==> src/rtl/mips_main_ctrl_fsm_pkg.sv <==
// Shared definitions for the multicycle MIPS main control: opcodes, alu_op codes,
// FSM state encoding and the bundled control-word type.
package mips_ctrl_pkg;

    localparam logic [5:0] OP_RTYPE = 6'b000000;
    localparam logic [5:0] OP_J     = 6'b000010;
    localparam logic [5:0] OP_BEQ   = 6'b000100;
    localparam logic [5:0] OP_ADDI  = 6'b001000;
    localparam logic [5:0] OP_SLTI  = 6'b001010;
    localparam logic [5:0] OP_ANDI  = 6'b001100;
    localparam logic [5:0] OP_ORI   = 6'b001101;
    localparam logic [5:0] OP_LW    = 6'b100011;
    localparam logic [5:0] OP_SW    = 6'b101011;

    localparam logic [2:0] ALUOP_ADD   = 3'b000;
    localparam logic [2:0] ALUOP_SUB   = 3'b001;
    localparam logic [2:0] ALUOP_FUNCT = 3'b010;
    localparam logic [2:0] ALUOP_AND   = 3'b011;
    localparam logic [2:0] ALUOP_OR    = 3'b100;
    localparam logic [2:0] ALUOP_SLT   = 3'b101;

    typedef enum logic [3:0] {
        S_FETCH  = 4'd0,
        S_DECODE = 4'd1,
        S_MEMADR = 4'd2,
        S_MEMRD  = 4'd3,
        S_MEMWB  = 4'd4,
        S_MEMWR  = 4'd5,
        S_REXEC  = 4'd6,
        S_RWB    = 4'd7,
        S_IEXEC  = 4'd8,
        S_IWB    = 4'd9,
        S_BEQ    = 4'd10,
        S_JUMP   = 4'd11,
        S_HALT   = 4'd12
    } state_t;

    typedef struct packed {
        logic       mem_req;
        logic       mem_write;
        logic       iord;
        logic       ir_write;
        logic       pc_write;
        logic       branch;
        logic [1:0] pc_src;
        logic       alu_src_a;
        logic [1:0] alu_src_b;
        logic [2:0] alu_op;
        logic       reg_write;
        logic       reg_dst;
        logic       mem_to_reg;
        logic       illegal_instr;
        logic       halted;
    } ctrl_t;

    function automatic logic is_legal(input logic [5:0] op);
        case (op)
            OP_RTYPE, OP_J, OP_BEQ, OP_ADDI, OP_SLTI,
            OP_ANDI, OP_ORI, OP_LW, OP_SW: return 1'b1;
            default:                       return 1'b0;
        endcase
    endfunction

    // Immediate-class ALU operation; anything else falls back to add (addi).
    function automatic logic [2:0] iexec_aluop(input logic [5:0] op);
        case (op)
            OP_ANDI: return ALUOP_AND;
            OP_ORI:  return ALUOP_OR;
            OP_SLTI: return ALUOP_SLT;
            default: return ALUOP_ADD;
        endcase
    endfunction

endpackage

==> src/rtl/mips_main_ctrl_fsm_outdec.sv <==
// Combinational control-word decode from FSM state; only FETCH looks at mem_ready
// and only DECODE looks at the live opcode.
module mips_ctrl_outdec
    import mips_ctrl_pkg::*;
(
    input  state_t     state,
    input  logic [5:0] opcode,
    input  logic [5:0] opcode_q,
    input  logic       mem_ready,
    output ctrl_t      ctrl
);

    always_comb begin
        ctrl = '0;
        case (state)
            S_FETCH: begin
                ctrl.mem_req   = 1'b1;
                ctrl.alu_src_b = 2'b01;
                ctrl.alu_op    = ALUOP_ADD;
                ctrl.ir_write  = mem_ready;
                ctrl.pc_write  = mem_ready;
            end
            S_DECODE: begin
                ctrl.alu_src_b     = 2'b11;
                ctrl.alu_op        = ALUOP_ADD;
                ctrl.illegal_instr = !is_legal(opcode);
            end
            S_MEMADR: begin
                ctrl.alu_src_a = 1'b1;
                ctrl.alu_src_b = 2'b10;
                ctrl.alu_op    = ALUOP_ADD;
            end
            S_MEMRD: begin
                ctrl.mem_req = 1'b1;
                ctrl.iord    = 1'b1;
            end
            S_MEMWB: begin
                ctrl.reg_write  = 1'b1;
                ctrl.mem_to_reg = 1'b1;
            end
            S_MEMWR: begin
                ctrl.mem_req   = 1'b1;
                ctrl.mem_write = 1'b1;
                ctrl.iord      = 1'b1;
            end
            S_REXEC: begin
                ctrl.alu_src_a = 1'b1;
                ctrl.alu_src_b = 2'b00;
                ctrl.alu_op    = ALUOP_FUNCT;
            end
            S_RWB: begin
                ctrl.reg_write = 1'b1;
                ctrl.reg_dst   = 1'b1;
            end
            S_IEXEC: begin
                ctrl.alu_src_a = 1'b1;
                ctrl.alu_src_b = 2'b10;
                ctrl.alu_op    = iexec_aluop(opcode_q);
            end
            S_IWB: begin
                ctrl.reg_write = 1'b1;
            end
            S_BEQ: begin
                ctrl.alu_src_a = 1'b1;
                ctrl.alu_src_b = 2'b00;
                ctrl.alu_op    = ALUOP_SUB;
                ctrl.branch    = 1'b1;
                ctrl.pc_src    = 2'b01;
            end
            S_JUMP: begin
                ctrl.pc_write = 1'b1;
                ctrl.pc_src   = 2'b10;
            end
            S_HALT: begin
                ctrl.halted = 1'b1;
            end
            default: ctrl = '0;
        endcase
    end

endmodule

==> src/rtl/mips_main_ctrl_fsm.sv <==
// Multicycle MIPS main control FSM: state register, latched opcode and next-state logic,
// with the output decode delegated to mips_ctrl_outdec.
module mips_main_ctrl_fsm
    import mips_ctrl_pkg::*;
#(
    parameter bit TRAP_ILLEGAL = 1'b1
) (
    input  logic       clk,
    input  logic       rst_n,
    input  logic [5:0] opcode,
    input  logic       mem_ready,
    output logic       mem_req,
    output logic       mem_write,
    output logic       iord,
    output logic       ir_write,
    output logic       pc_write,
    output logic       branch,
    output logic [1:0] pc_src,
    output logic       alu_src_a,
    output logic [1:0] alu_src_b,
    output logic [2:0] alu_op,
    output logic       reg_write,
    output logic       reg_dst,
    output logic       mem_to_reg,
    output logic       illegal_instr,
    output logic       halted
);

    state_t     state_reg, state_next;
    logic [5:0] opcode_reg;
    ctrl_t      dec_ctrl, ctrl;

    always_ff @(posedge clk or negedge rst_n) begin
        if (!rst_n) begin
            state_reg  <= S_FETCH;
            opcode_reg <= '0;
        end else begin
            state_reg <= state_next;
            if (state_reg == S_DECODE)
                opcode_reg <= opcode;
        end
    end

    always_comb begin
        state_next = state_reg;
        case (state_reg)
            S_FETCH:  if (mem_ready) state_next = S_DECODE;
            S_DECODE: begin
                case (opcode)
                    OP_LW, OP_SW:                       state_next = S_MEMADR;
                    OP_RTYPE:                           state_next = S_REXEC;
                    OP_BEQ:                             state_next = S_BEQ;
                    OP_J:                               state_next = S_JUMP;
                    OP_ADDI, OP_ANDI, OP_ORI, OP_SLTI:  state_next = S_IEXEC;
                    default: state_next = TRAP_ILLEGAL ? S_HALT : S_FETCH;
                endcase
            end
            // Load/store choice uses the opcode captured in DECODE, not the live IR.
            S_MEMADR: state_next = (opcode_reg == OP_LW) ? S_MEMRD : S_MEMWR;
            S_MEMRD:  if (mem_ready) state_next = S_MEMWB;
            S_MEMWB:  state_next = S_FETCH;
            S_MEMWR:  if (mem_ready) state_next = S_FETCH;
            S_REXEC:  state_next = S_RWB;
            S_RWB:    state_next = S_FETCH;
            S_IEXEC:  state_next = S_IWB;
            S_IWB:    state_next = S_FETCH;
            S_BEQ:    state_next = S_FETCH;
            S_JUMP:   state_next = S_FETCH;
            S_HALT:   state_next = S_HALT;
            default:  state_next = S_FETCH;
        endcase
    end

    mips_ctrl_outdec u_outdec (
        .state     (state_reg),
        .opcode    (opcode),
        .opcode_q  (opcode_reg),
        .mem_ready (mem_ready),
        .ctrl      (dec_ctrl)
    );

    // Every output is forced low for as long as reset is held, not just after the edge.
    assign ctrl = rst_n ? dec_ctrl : '0;

    assign mem_req       = ctrl.mem_req;
    assign mem_write     = ctrl.mem_write;
    assign iord          = ctrl.iord;
    assign ir_write      = ctrl.ir_write;
    assign pc_write      = ctrl.pc_write;
    assign branch        = ctrl.branch;
    assign pc_src        = ctrl.pc_src;
    assign alu_src_a     = ctrl.alu_src_a;
    assign alu_src_b     = ctrl.alu_src_b;
    assign alu_op        = ctrl.alu_op;
    assign reg_write     = ctrl.reg_write;
    assign reg_dst       = ctrl.reg_dst;
    assign mem_to_reg    = ctrl.mem_to_reg;
    assign illegal_instr = ctrl.illegal_instr;
    assign halted        = ctrl.halted;

endmodule

==> config.mk <==
export PLATFORM = sky130hd
export DESIGN_NAME = mips_main_ctrl_fsm
export DESIGN_NICKNAME = d
export VERILOG_FILES = /design/src/rtl/mips_main_ctrl_fsm_pkg.sv /design/src/rtl/mips_main_ctrl_fsm_outdec.sv /design/src/rtl/mips_main_ctrl_fsm.sv
export SDC_FILE = /design/constraint.sdc
export NUM_CORES = 1
export LEC_CHECK = 0
export CORE_MARGIN = 2
export CORE_UTILIZATION = 42
export CTS_CLUSTER_SIZE = 12
export DETAILED_ROUTE_END_ITERATION = 8
export PLACE_DENSITY = 0.77
export REMOVE_ABC_BUFFERS = 1
export SYNTH_ARGS = -nofsm -noshare
export SYNTH_HDL_FRONTEND = slang
export SYNTH_SLANG_ARGS = --single-unit
==> constraint.sdc <==
create_clock -name clk -period 1.3 [get_ports clk]
set_input_delay 0.13 -clock clk [delete_from_list [all_inputs] [get_ports clk]]
set_output_delay 0.13 -clock clk [all_outputs]
set_load 0.05 [all_outputs]
==> summary.md, run 1 <==
| Metric | Value |
|---|---|
| Status | did not finish |
| Last stage | clock tree synthesis |
| Err | [ERROR DPL-0038] Utilization greater than 100%, impossible to legalize |
| Initial Utilization | 43.8% |
| Cell Rows | 17 |
| Synthesis-stage register bit count | 10 |
| Biggest area consumer among synthesized cells | dfrtp_1 |
| Post-CTS Setup Repair Bufs | 16 |
| Sequential share of the synthesized area | 26.3% |
| CTS sink cnt | 10 |
| Synth Warn # | 0 |
| Async SR Flop Fraction | 100% |
| Inst Count DP | between 200 and 250 |
| Num ports | 28 |
| Netlist cell types | 44 |
| Syn Inst Count | 117 |
| Post-CTS Hold Buffers | 0 |
| Die Wd | 51.6 µm |
| Syn Area/Cell | 8.13 µm² |
| Die Y | ~52 µm |
| Clock Path Buffers | 2 |
| Area of the mapped netlist | 951 µm² |
| Most frequent cell after synthesis | nor2_1 |
| Primary FF master, synth | dfrtp_1 |
| Clock root cell | clkbuf_4 |
| Worst slack, placed | -0.385 ns |
| Area contributors post-synth | dfrtp_1, mux2_1, nor2_1 |
| Post-CTS sizing | 82 |
| Hpwl dp | 2.44 mm |
| Share of the synthesized area in the top cell type | roughly a quarter |
| H-tree depth | 1 |
| Routability cong. | 0.860 |
| CTS Buf Count | 3 |
| IO Port Bufs | 27 |
| Most instantiated cells after synthesis | nor2_1, dfrtp_1, a21oi_1, nor3_1 |
| Number of synthesized flops with an enable pin | 0 |
==> kinds of logic after synthesis <==
logic type	Yosys count	synth area share, %
buf+inv	13	6.71
mux	7	8.29
compound gates	27	19.7
simple gates	56	35.3
xor+xnor	4	3.68
flops	10	26.3
==> metrics by stage <==
step | TNS (ns) | hold slack [ns] | area (µm²)
after floorplan | -14.69 | -0.166 | 902
after detailed placement | -6.71 | 0.510 | 1750
after global placement | -5.35 | 0.486 | 1750
==> run 2: changes to the inputs <==
--- a/config.mk
+++ b/config.mk
@@ -5,11 +5,10 @@
 export SDC_FILE = /design/constraint.sdc
 export NUM_CORES = 1
 export LEC_CHECK = 0
-export CORE_MARGIN = 2
-export CORE_UTILIZATION = 42
-export CTS_CLUSTER_SIZE = 12
+export CORE_AREA = 2 2 63 65
 export DETAILED_ROUTE_END_ITERATION = 8
-export PLACE_DENSITY = 0.77
+export DIE_AREA = 0 0 65 67
+export PLACE_DENSITY_LB_ADDON = 0.15
 export REMOVE_ABC_BUFFERS = 1
 export SYNTH_ARGS = -nofsm -noshare
 export SYNTH_HDL_FRONTEND = slang
==> constraint.sdc (replaced) <==
create_clock -name clk -period 1.7 [get_ports clk]
set_input_delay 0.17 -clock clk [delete_from_list [all_inputs] [get_ports clk]]
set_output_delay 0.17 -clock clk [all_outputs]
set_load 0.05 [all_outputs]
==> run 2 against run 1 <==
Net effect: the flow now finishes, with violations (negative setup slack); area after synthesis did not move; synthesized cell count did not move.
==> summary.md, run 2 <==
| Metric | Value |
|---|---|
| Die Wd | 65 µm (+26%) |
| Async SR Flop Fraction | 100% (unchanged) |
| H-tree depth | 1 (unchanged) |
| Total power | 2.48 mW |
| Worst slack, placed | -0.0124 ns (+0.372 ns) |
| Vias/cell | between 4 and 5 |
| Synth Warn # | 0 (unchanged) |
| Worst EP arrival | roughly 1.6 ns |
| Final slew viol count | 0 |
| Worst Tran Pin Value | ~0.28 ns |
| Final routed DRC violation total | 0 |
| Core Region | between 3000 and 4000 µm² |
| Grt met2 use | 25.8% |
| Worst-path clk slew | 0.05 ns |
| Peak Freq | 563 MHz |
| Worst Path Required | about 1.5 ns |
| Initial DRC count | 44 |
| Largest register FFs | 6 |
| GR Util met1 | 16.7% |
| Busiest grt layer | met2 |
| Leak | 0.806 nW |
| Status | finished, violations left |
| Die Area | approximately 4400 µm² |
| Sequential share of the synthesized area | 26.3% (unchanged) |
| Initial DRT Pass Iterations | 4 |
| Routability cong. | 0.795 (-7.6%) |
| Syn Area/Cell | 8.13 µm² (unchanged) |
| Final net count | 189 |
| CP peak stage delay | 0.43 ns |
| Die Y | 67 µm (+30%) |
| Initial Utilization | 26.4% (-17 points) |
| Pin count of the biggest net entering global routing | 15 |
| # Max-Cap Violations | 0 |
| Final Hold Fails | 0 |
| Failing checks | negative setup slack |
| Clock root cell | clkbuf_8 |
| IO Port Bufs | 27 (unchanged) |
| Critical path's slowest cell | or3b_4 |
| Commonest non-fill, non-tap cell in the layout | buf_4 |
| Post-DP Area | 1640 µm² (-6.4%) |
| Clock Path Buffers | 2 (unchanged) |
| Setup WS post-layout | -0.0759 ns |
| Primary FF master, synth | dfrtp_1 |
| PwrDens | 1310 nW/µm² |
| Crit share post-route | 104% |
| Critical-path cell list | or3b_4 -> nor2_4 -> a21oi_2 -> nor3_1 -> buf_4 -> buf_12 |
| Num ports | 28 (unchanged) |
| Synthesis-stage register bit count | 10 (unchanged) |
| Vias in the first global route | 1,036 |
| Crit-path max FO | 3 |
| Fraction of layout cells with a size suffix above 1 | 50.8% |
| Most frequent cells in the layout | buf_4, buf_12, nor2_1 |
| Most instantiated cells after synthesis | nor2_1, dfrtp_1, a21oi_1, nor3_1 |
| Share of the synthesized area in the top cell type | 26.3% (unchanged) |
| Crit. End Element | output port |
| Syn Inst Count | 117 (unchanged) |
| RSZ-0062 raised after global routing | yes |
| HP Class | in2reg |
| Area Overhead vs Synth | 98.2% |
| Crit Path Class | reg2out |
| CTS sink cnt | 10 (unchanged) |
| CTS Buf Count | 3 (unchanged) |
| Initial antenna violation count | 0 |
| Most frequent cell after synthesis | nor2_1 |
| Final instance area | 1880 µm² |
| Area contributors post-synth | dfrtp_1, mux2_1, nor2_1 |
| Hpwl dp | 2.24 mm (-8.5%) |
| CTS tree | yes |
| Clock skew | 0.00228 ns |
| Tot GR Track Use | 14.2% |
| Maximum vdd drop | about 640 µV |
| WL per Instance | 13.1 µm |
| Area of the mapped netlist | 951 µm² (unchanged) |
| Post-CTS Hold Buffers | 0 (unchanged) |
| Total routed wirelength | 2.97 mm |
| Diode count | 0 |
| Min Clock Period, post-route | approximately 1.8 ns |
| FILL cells | 335 |
| Vias | 1,104 |
| Hold_ws | about 0.40 ns |
| Biggest area consumer among synthesized cells | dfrtp_1 |
| Global-route wire length before repair | about 4.8 mm |
| Cell Rows | 22 (+5) |
| Final setup viols | 3 |
| Worst-Skew Late Latency | 0.23 ns |
| Met3 Track Usage GR | 2.53% |
| Post-DRT Antenna Nets | 0 |
| Number of synthesized flops with an enable pin | 0 (unchanged) |
| Max-slew headroom | between 80% and 90% |
| CP startpoint kind | flop |
| Netlist cell types | 44 (unchanged) |
| Total grt overflow | 0 |
## run 2: layout make-up
| class | count | area [µm²] | share of cell area [%] |
|---|---|---|---|
| flip-flops and latches | 10 | 255 | 13.5 |
| multi-input cells | 94 | 722 | 38.3 |
| well taps | 48 | 60.1 | 3.19 |
| clock buffers | 4 | 55.1 | 2.92 |
| repair buffers | 67 | 777 | 41.2 |
| inverters | 4 | 15.0 | 0.797 |
## run 2: per-layer routing
metal / part of all wire [%] / up-vias
met4: 0.84 / 0
met3: 4.5 / 4
li1: - / 551
met2: 52 / 32
met5: 0 / -
met1: 43 / 517
## run 2: metrics by stage
| stage | setup TNS (ns) | utilization, % | instances |
|---|---|---|---|
| 2_1_floorplan | -5.85 | - | 108 |
| 3_3_place_gp | 0 | 45.5 | 212 |
| 3_5_place_dp | -0.0124 | 45.5 | 212 |
| 4_1_cts | -0.245 | 49.9 | 224 |
| 5_1_grt | -0.654 | 52.3 | 227 |
| 6_report | -0.122 | 52.3 | 227 |
## run 2: final timing paths
path / start / to / slack, ns / depth (start not counted)
min in group asynchronous: rst_n / opcode_reg[2]$_DFFE_PN0P_ / 0.41 / 3
max in group asynchronous: rst_n / state_reg[2]$_DFFE_PN0P_ / 1.17 / 3
worst min-delay path: opcode[1] / opcode_reg[1]$_DFFE_PN0P_ / 0.40 / 3
worst max-delay path: opcode_reg[5]$_DFFE_PN0P_ / alu_op[0] / -0.08 / 6
worst min register to register: opcode_reg[3]$_DFFE_PN0P_ / opcode_reg[3]$_DFFE_PN0P_ / 0.51 / 1
worst max register to register: state_reg[1]$_DFFE_PN0P_ / opcode_reg[5]$_DFFE_PN0P_ / 0.07 / 6
## run 2: worst max-delay path, delay by kind of cell (launching register included)
kind            cells  cell delay (ns)
flops               1             0.38
simple gates        3             0.67
buf+inv             2             0.26
compound gates      1             0.05
## run 2: report_power, final
| part | internal [mW] | switching (mW) | total, mW |
|---|---|---|---|
| combinational | 0.860 | 0.804 | 1.66 |
| sequential | 0.353 | 0.163 | 0.516 |
| clock | 0.204 | 0.0945 | 0.298 |
## run 2: timing repair
item	CTS	global route
gates resized for setup	14	16
setup buffers	8	4
endpoints found under the setup margin	17	21
pin swaps	4	3
## run 2: logic make-up after synthesis
group	Yosys count	share of synthesized area, %
and+or+nand+nor	56	35.3
muxes	7	8.29
DFF	10	26.3
AOI/OAI and AO/OA	27	19.7
buffers and inverters	13	6.71
xor gates and xnor gates	4	3.68
Note: power is estimated with default switching activity, not from simulation.
==> run 3: changes to the inputs <==
==> constraint.sdc (replaced) <==
create_clock -name clk -period 2.28 [get_ports clk]
set_input_delay 0.228 -clock clk [delete_from_list [all_inputs] [get_ports clk]]
set_output_delay 0.228 -clock clk [all_outputs]
set_load 0.05 [all_outputs]
==> run 3 against run 2 <==
Net effect: the run now ends clean; routed wire length decreased by 14%; cell count decreased by 15%; die area unchanged; via count decreased by 13%; non-clock buffer count decreased by 34; largest power group unchanged.
==> summary.md, run 3 (same netlist as run 2, synthesis figures left out) <==
| Metric | Value |
|---|---|
| Vias in the first global route | 929 (-10%) |
| Util after Layout | 42.4% (-9.9 points) |
| Commonest non-fill, non-tap cell in the layout | buf_12 |
| Crit Path Class | reg2out |
| Crit share post-route | ~91% |
| Area Overhead vs Synth | 60.8% |
| Clock skew | 0.00277 ns (+0.000490 ns) |
| Initial antenna violation count | 0 (unchanged) |
| Worst-Skew Late Latency | 0.23 ns (about the same) |
| CTS tree | yes |
| Vias/cell | 5.01 (+2.9%) |
| Internal Pwr Total | 0.869 mW (-39%) |
| Final setup viols | 0 (-3) |
| Most frequent cells in the layout | buf_12, nor2_1, dfrtp_1 |
| WL per Instance | 13.3 µm (+1.6%) |
| Core Region | 3610 µm² (unchanged) |
| H-tree depth | 1 (unchanged) |
| Cell Rows | 22 (unchanged) |
| Fraction of layout cells with a size suffix above 1 | 24.8% (-26 points) |
| Final routed DRC violation total | 0 (unchanged) |
| Diode count | 0 (unchanged) |
| PwrDens | 1020 nW/µm² (-22%) |
| Vias | 966 (-13%) |
| Die Y | 67 µm (unchanged) |
| Pin count of the biggest net entering global routing | 19 (+4) |
| Worst-path clk slew | 0.05 ns (about the same) |
| CTS sink cnt | 10 (unchanged) |
| Switching power total | 0.695 mW (-34%) |
| Leak | 0.595 nW (-26%) |
| Total routed wirelength | 2.57 mm (-14%) |
| Crit-path max FO | 16 (+13) |
| CP startpoint kind | flop |
| Worst EP arrival | 1.84 ns (+0.23 ns) |
| Routability cong. | 0.770 (-3.2%) |
| Worst Tran Pin Value | 0.531 ns (+0.250 ns) |
| Critical-path cell list | nor2_1 -> and4b_1 -> or2_1 -> buf_12 |
| Maximum vdd drop | 375 µV (-42%) |
| Worst Path Required | 2.05 ns (+0.52 ns) |
| Hold_ws | 0.347 ns (-0.0496 ns) |
| IO Port Bufs | 27 (unchanged) |
| Total grt overflow | 0 (unchanged) |
| Sw Ratio | 44.4% (+1.6 points) |
| Global-route wire length before repair | 4.53 mm (-5.6%) |
| Gate power share | 61.4% (-5.8 points) |
| Clock root cell | clkbuf_8 |
| Post-DRT Antenna Nets | 0 (unchanged) |
| Max-slew headroom | 64.6% (-16 points) |
| Tot GR Track Use | 13.3% (-0.91 points) |
| Largest register FFs | 6 (unchanged) |
| Clock Path Buffers | 2 (unchanged) |
| Die Wd | 65 µm (unchanged) |
| Initial DRT Pass Iterations | 4 (unchanged) |
| RSZ-0062 raised after global routing | no |
| # Max-Cap Violations | 0 (unchanged) |
| Final slew viol count | 0 (unchanged) |
| CTS Buf Count | 3 (unchanged) |
| Clk pwr share | 13.7% (+1.7 points) |
| Final net count | 155 (-18%) |
| HP Class | in2async |
| Hpwl dp | 2.10 mm (-6.0%) |
| Num ports | 28 (unchanged) |
| Initial DRC count | 21 (-52%) |
| Initial Utilization | 26.4% (unchanged) |
| Min Clock Period, post-route | 2.06 ns |
| Peak Freq | 485 MHz |
| CP peak stage delay | 0.67 ns (+0.24 ns) |
| Post-CTS Setup Repair Bufs | 0 (-8) |
| Final Hold Fails | 0 (unchanged) |
| Status | finished, final reports clean |
| Die Area | 4360 µm² (unchanged) |
| Critical path's slowest cell | dfrtp_1 |
| Sequential share of power | 24.9% (+4.1 points) |
| Crit. End Element | output port |
## run 3: area by class of cell
cell class                 count  area (µm²)
inverter                       4        15.0
multi-input combinational     94         643
timing repair buffer          33         505
clock buffer                   4        55.1
fill                         365        2080
tap                           48        60.1
sequential                    10         250
## run 3: final timing paths
check | from | endpoint | slack, ns | depth (start not counted)
min | rst_n | state_reg[2]$_DFFE_PN0P_ | 0.35 | 2
min in group clk | opcode_reg[5]$_DFFE_PN0P_ | opcode_reg[5]$_DFFE_PN0P_ | 0.51 | 1
min reg2reg | opcode_reg[5]$_DFFE_PN0P_ | opcode_reg[5]$_DFFE_PN0P_ | 0.51 | 1
max reg2reg | state_reg[1]$_DFFE_PN0P_ | opcode_reg[1]$_DFFE_PN0P_ | 0.52 | 4
max in group asynchronous | rst_n | opcode_reg[2]$_DFFE_PN0P_ | 1.75 | 2
max | state_reg[1]$_DFFE_PN0P_ | pc_write | 0.22 | 4
## run 3: critical path: cells and delay by family, from the launching register on
family / cells / cell delay (ns)
simple gates: 3 / 0.77
buf+inv: 1 / 0.16
flops: 1 / 0.67
## run 3: repair_timing
item / CTS / global route
endpoints found under the setup margin: 0 / 1
gates resized for setup: 0 / 1
hold endpoints to repair: 0 / 0
hold buffers: 0 / 0
## run 3: metrics by stage
| step | total power [mW] | std cells | cell area (µm²) | setup slack, ns | setup TNS [ns] |
|---|---|---|---|---|---|
| after global placement | 1.34 | 189 | 1470 | 0.322 | 0 |
| after CTS | 1.58 | 193 | 1520 | 0.146 | 0 |
| after floorplan | 0.944 | 108 | 902 | -0.468 | -0.623 |
| after global routing | 1.69 | 193 | 1530 | 0.0841 | 0 |
| after detailed placement | 1.36 | 189 | 1470 | 0.238 | 0 |
| final | 1.56 | 193 | 1530 | 0.217 | 0 |
## run 3: routing by layer
| layer | wire length, µm | GRT usage, % | up-vias |
|---|---|---|---|
| met3 | 123 | 2.53 | 2 |
| met4 | 10 | 2.39 | 0 |
| li1 | - | - | 489 |
| met1 | 1200 | 17.3 | 443 |
| met2 | 1230 | 23.1 | 32 |
| met5 | 0 | 0 | - |
## run 3: power by group through the flow
stage / Clock, mW / Combinational, mW / Sequential [mW]
after floorplan: 0 / 0.554 / 0.390
after global placement: 0 / 0.947 / 0.390
after detailed placement: 0 / 0.963 / 0.393
after CTS: 0.221 / 0.966 / 0.391
after global routing: 0.231 / 1.05 / 0.410
final: 0.214 / 0.960 / 0.390
==> run 4: changes to the inputs <==
--- a/config.mk
+++ b/config.mk
@@ -8,7 +8,8 @@
 export CORE_AREA = 2 2 63 65
 export DETAILED_ROUTE_END_ITERATION = 8
 export DIE_AREA = 0 0 65 67
-export PLACE_DENSITY_LB_ADDON = 0.15
+export MAX_ROUTING_LAYER = met4
+export PLACE_DENSITY = 0.58
 export REMOVE_ABC_BUFFERS = 1
 export SYNTH_ARGS = -nofsm -noshare
 export SYNTH_HDL_FRONTEND = slang
==> run 4 against run 3 <==
Net effect: sequential power is 3% higher; utilization barely moved; worst setup slack lost 0.010 ns; cell area about the same; register-to-register slack worse by 0.02 ns; count of clock-buffer cells in the layout unchanged; critical endpoint unchanged; power increased by 0.39%; clock skew decreased by 0.00081 ns.
==> summary.md, run 4 (same netlist as run 2, synthesis figures left out) <==
| Metric | Value |
|---|---|
| Status | finished, final reports clean |
| Post-DRT Antenna Nets | 0 (unchanged) |
| Clock skew | 0.00196 ns (-0.000813 ns) |
| Worst EP arrival | 1.85 ns (about the same) |
| Leak | 0.599 nW (+0.73%) |
| Final instance area | 1530 µm² (about the same) |
| HP Class | in2async |
| Core Region | 3610 µm² (unchanged) |
| Vias | 991 (+2.6%) |
| Worst-path clk slew | 0.05 ns (about the same) |
| Post-CTS Hold Buffers | 0 (unchanged) |
| Worst Path Required | 2.05 ns (about the same) |
| Initial Utilization | 26.4% (unchanged) |
| Total routed wirelength | 2.45 mm (-4.4%) |
| Total grt overflow | 0 (unchanged) |
| Vias/cell | 5.11 (+2.1%) |
| Final setup viols | 0 (unchanged) |
| Crit share post-route | 90.9% (+0.44 points) |
| CTS Buf Count | 3 (unchanged) |
| Final routed DRC violation total | 0 (unchanged) |
| Vias in the first global route | 935 (+0.65%) |
| Clk pwr share | 14.1% (+0.4 points) |
| Tot GR Track Use | 12.6% (-0.66 points) |
| Initial antenna violation count | 0 (unchanged) |
| Final slew viol count | 0 (unchanged) |
| Most frequent cells in the layout | buf_12, nor2_1, dfrtp_1 |
| Clock root cell | clkbuf_8 |
| Initial DRC count | 41 (+95%) |
| Worst Tran Pin Value | 0.549 ns (+0.0187 ns) |
| CP startpoint kind | flop |
| Pin count of the biggest net entering global routing | 19 (unchanged) |
| Clock Path Buffers | 2 (unchanged) |
| Die Area | 4360 µm² (unchanged) |
| Switching power total | 0.702 mW (+0.96%) |
| Global-route wire length before repair | 4.24 mm (-6.6%) |
| CTS sink cnt | 10 (unchanged) |
| Die Y | 67 µm (unchanged) |
| Commonest non-fill, non-tap cell in the layout | buf_12 |
| Total power | 1.57 mW (+0.39%) |
| Sequential share of power | 25.6% (+0.7 points) |
| Internal Pwr Total | 0.868 mW (about the same) |
| # Max-Cap Violations | 0 (unchanged) |
| Hold_ws | 0.346 ns (-0.00171 ns) |
| CTS tree | yes |
| Diode count | 0 (unchanged) |
| Initial DRT Pass Iterations | 4 (unchanged) |
| Fraction of layout cells with a size suffix above 1 | 24.7% (-0.17 points) |
| Crit. End Element | output port |
| Final net count | 156 (+0.65%) |
| Sw Ratio | 44.7% (+0.26 points) |
| Routability cong. | 0.852 (+11%) |
| Area Overhead vs Synth | 60.9% (about the same) |
| Post-CTS sizing | 0 (unchanged) |
| RSZ-0062 raised after global routing | no |
| Maximum vdd drop | 481 µV (+28%) |
| Die Wd | 65 µm (unchanged) |
| Crit-path max FO | 17 (+1) |
| Peak Freq | 482 MHz (-0.48%) |
| IO Port Bufs | 27 (unchanged) |
| Largest register FFs | 6 (unchanged) |
| Min Clock Period, post-route | 2.07 ns (+0.0100 ns) |
| Post-DP Area | 1480 µm² (+0.51%) |
| Num ports | 28 (unchanged) |
| Hpwl dp | 1.90 mm (-9.5%) |
| Max-slew headroom | 63.4% (-1.2 points) |
| PwrDens | 1030 nW/µm² (+0.30%) |
| Cell Rows | 22 (unchanged) |
| Post-CTS Setup Repair Bufs | 0 (unchanged) |
| WL per Instance | 12.6 µm (-4.9%) |
| Crit Path Class | reg2out |
| Final Hold Fails | 0 (unchanged) |
| Gate power share | 60.3% (-1.1 points) |
| Worst-Skew Late Latency | 0.23 ns (about the same) |
| H-tree depth | 1 (unchanged) |
run 4: cell types whose count changed in the layout (fill, tap and decap cells not counted):
| cell | before | now |
|---|---|---|
| nor4b_2 | 1 | 0 |
| buf_4 | 6 | 7 |
| nor4b_1 | 1 | 2 |
run 4: path summary, 6_finish.rpt:
path	from	end	slack (ns)	cells after the start
worst min register to register	opcode_reg[5]$_DFFE_PN0P_	opcode_reg[5]$_DFFE_PN0P_	0.51	1
worst max-delay path	state_reg[1]$_DFFE_PN0P_	pc_write	0.21	4
worst min-delay path	rst_n	state_reg[2]$_DFFE_PN0P_	0.35	2
max in group asynchronous	rst_n	opcode_reg[3]$_DFFE_PN0P_	1.75	2
worst max register to register	state_reg[1]$_DFFE_PN0P_	opcode_reg[1]$_DFFE_PN0P_	0.50	4
min in group clk	opcode_reg[5]$_DFFE_PN0P_	opcode_reg[5]$_DFFE_PN0P_	0.51	1
run 4: power groups by stage:
stage / clock network [mW] / logic, mW / registers [mW]
after CTS: 0.232 / 0.954 / 0.397
final: 0.222 / 0.946 / 0.401
after floorplan: 0 / 0.554 / 0.390
after detailed placement: 0 / 0.952 / 0.399
after global placement: 0 / 0.933 / 0.394
after global routing: 0.238 / 1.02 / 0.421
run 4: layer usage:
metal / up-vias / part of all wire [%] / routed length [µm] / track usage [%]
li1: 490 / - / - / -
met1: 457 / 46 / 1120 / 15.8
met2: 42 / 47 / 1140 / 20.9
met3: 2 / 7.1 / 174 / 2.20
met4: 0 / 0.53 / 13 / 3.99
met5: - / 0 / 0 / -
run 4: layout make-up:
type / count / area (µm²)
fillers: 352 / 2080
clock buffers: 4 / 55.1
repair buffers: 34 / 513
well taps: 48 / 60.1
flip-flops and latches: 10 / 250
multi-input cells: 94 / 637
inverters: 4 / 15.0
run 4: through the flow:
step                      instances  utilization (%)  setup TNS [ns]  setup WS (ns)
after floorplan                 108                -          -0.623         -0.468
after global placement          190             40.9               0          0.397
after detailed placement        190             40.9               0          0.393
after CTS                       194             42.4               0          0.200
after global routing            194             42.4               0          0.100
final                           194             42.4               0          0.207
run 4: worst max-delay path, cell delays in order (launching register included):
cell and delay, ns:
dfrtp_1 0.68, nor2_1 0.21, and4b_1 0.28, or2_1 0.27, buf_12 0.16
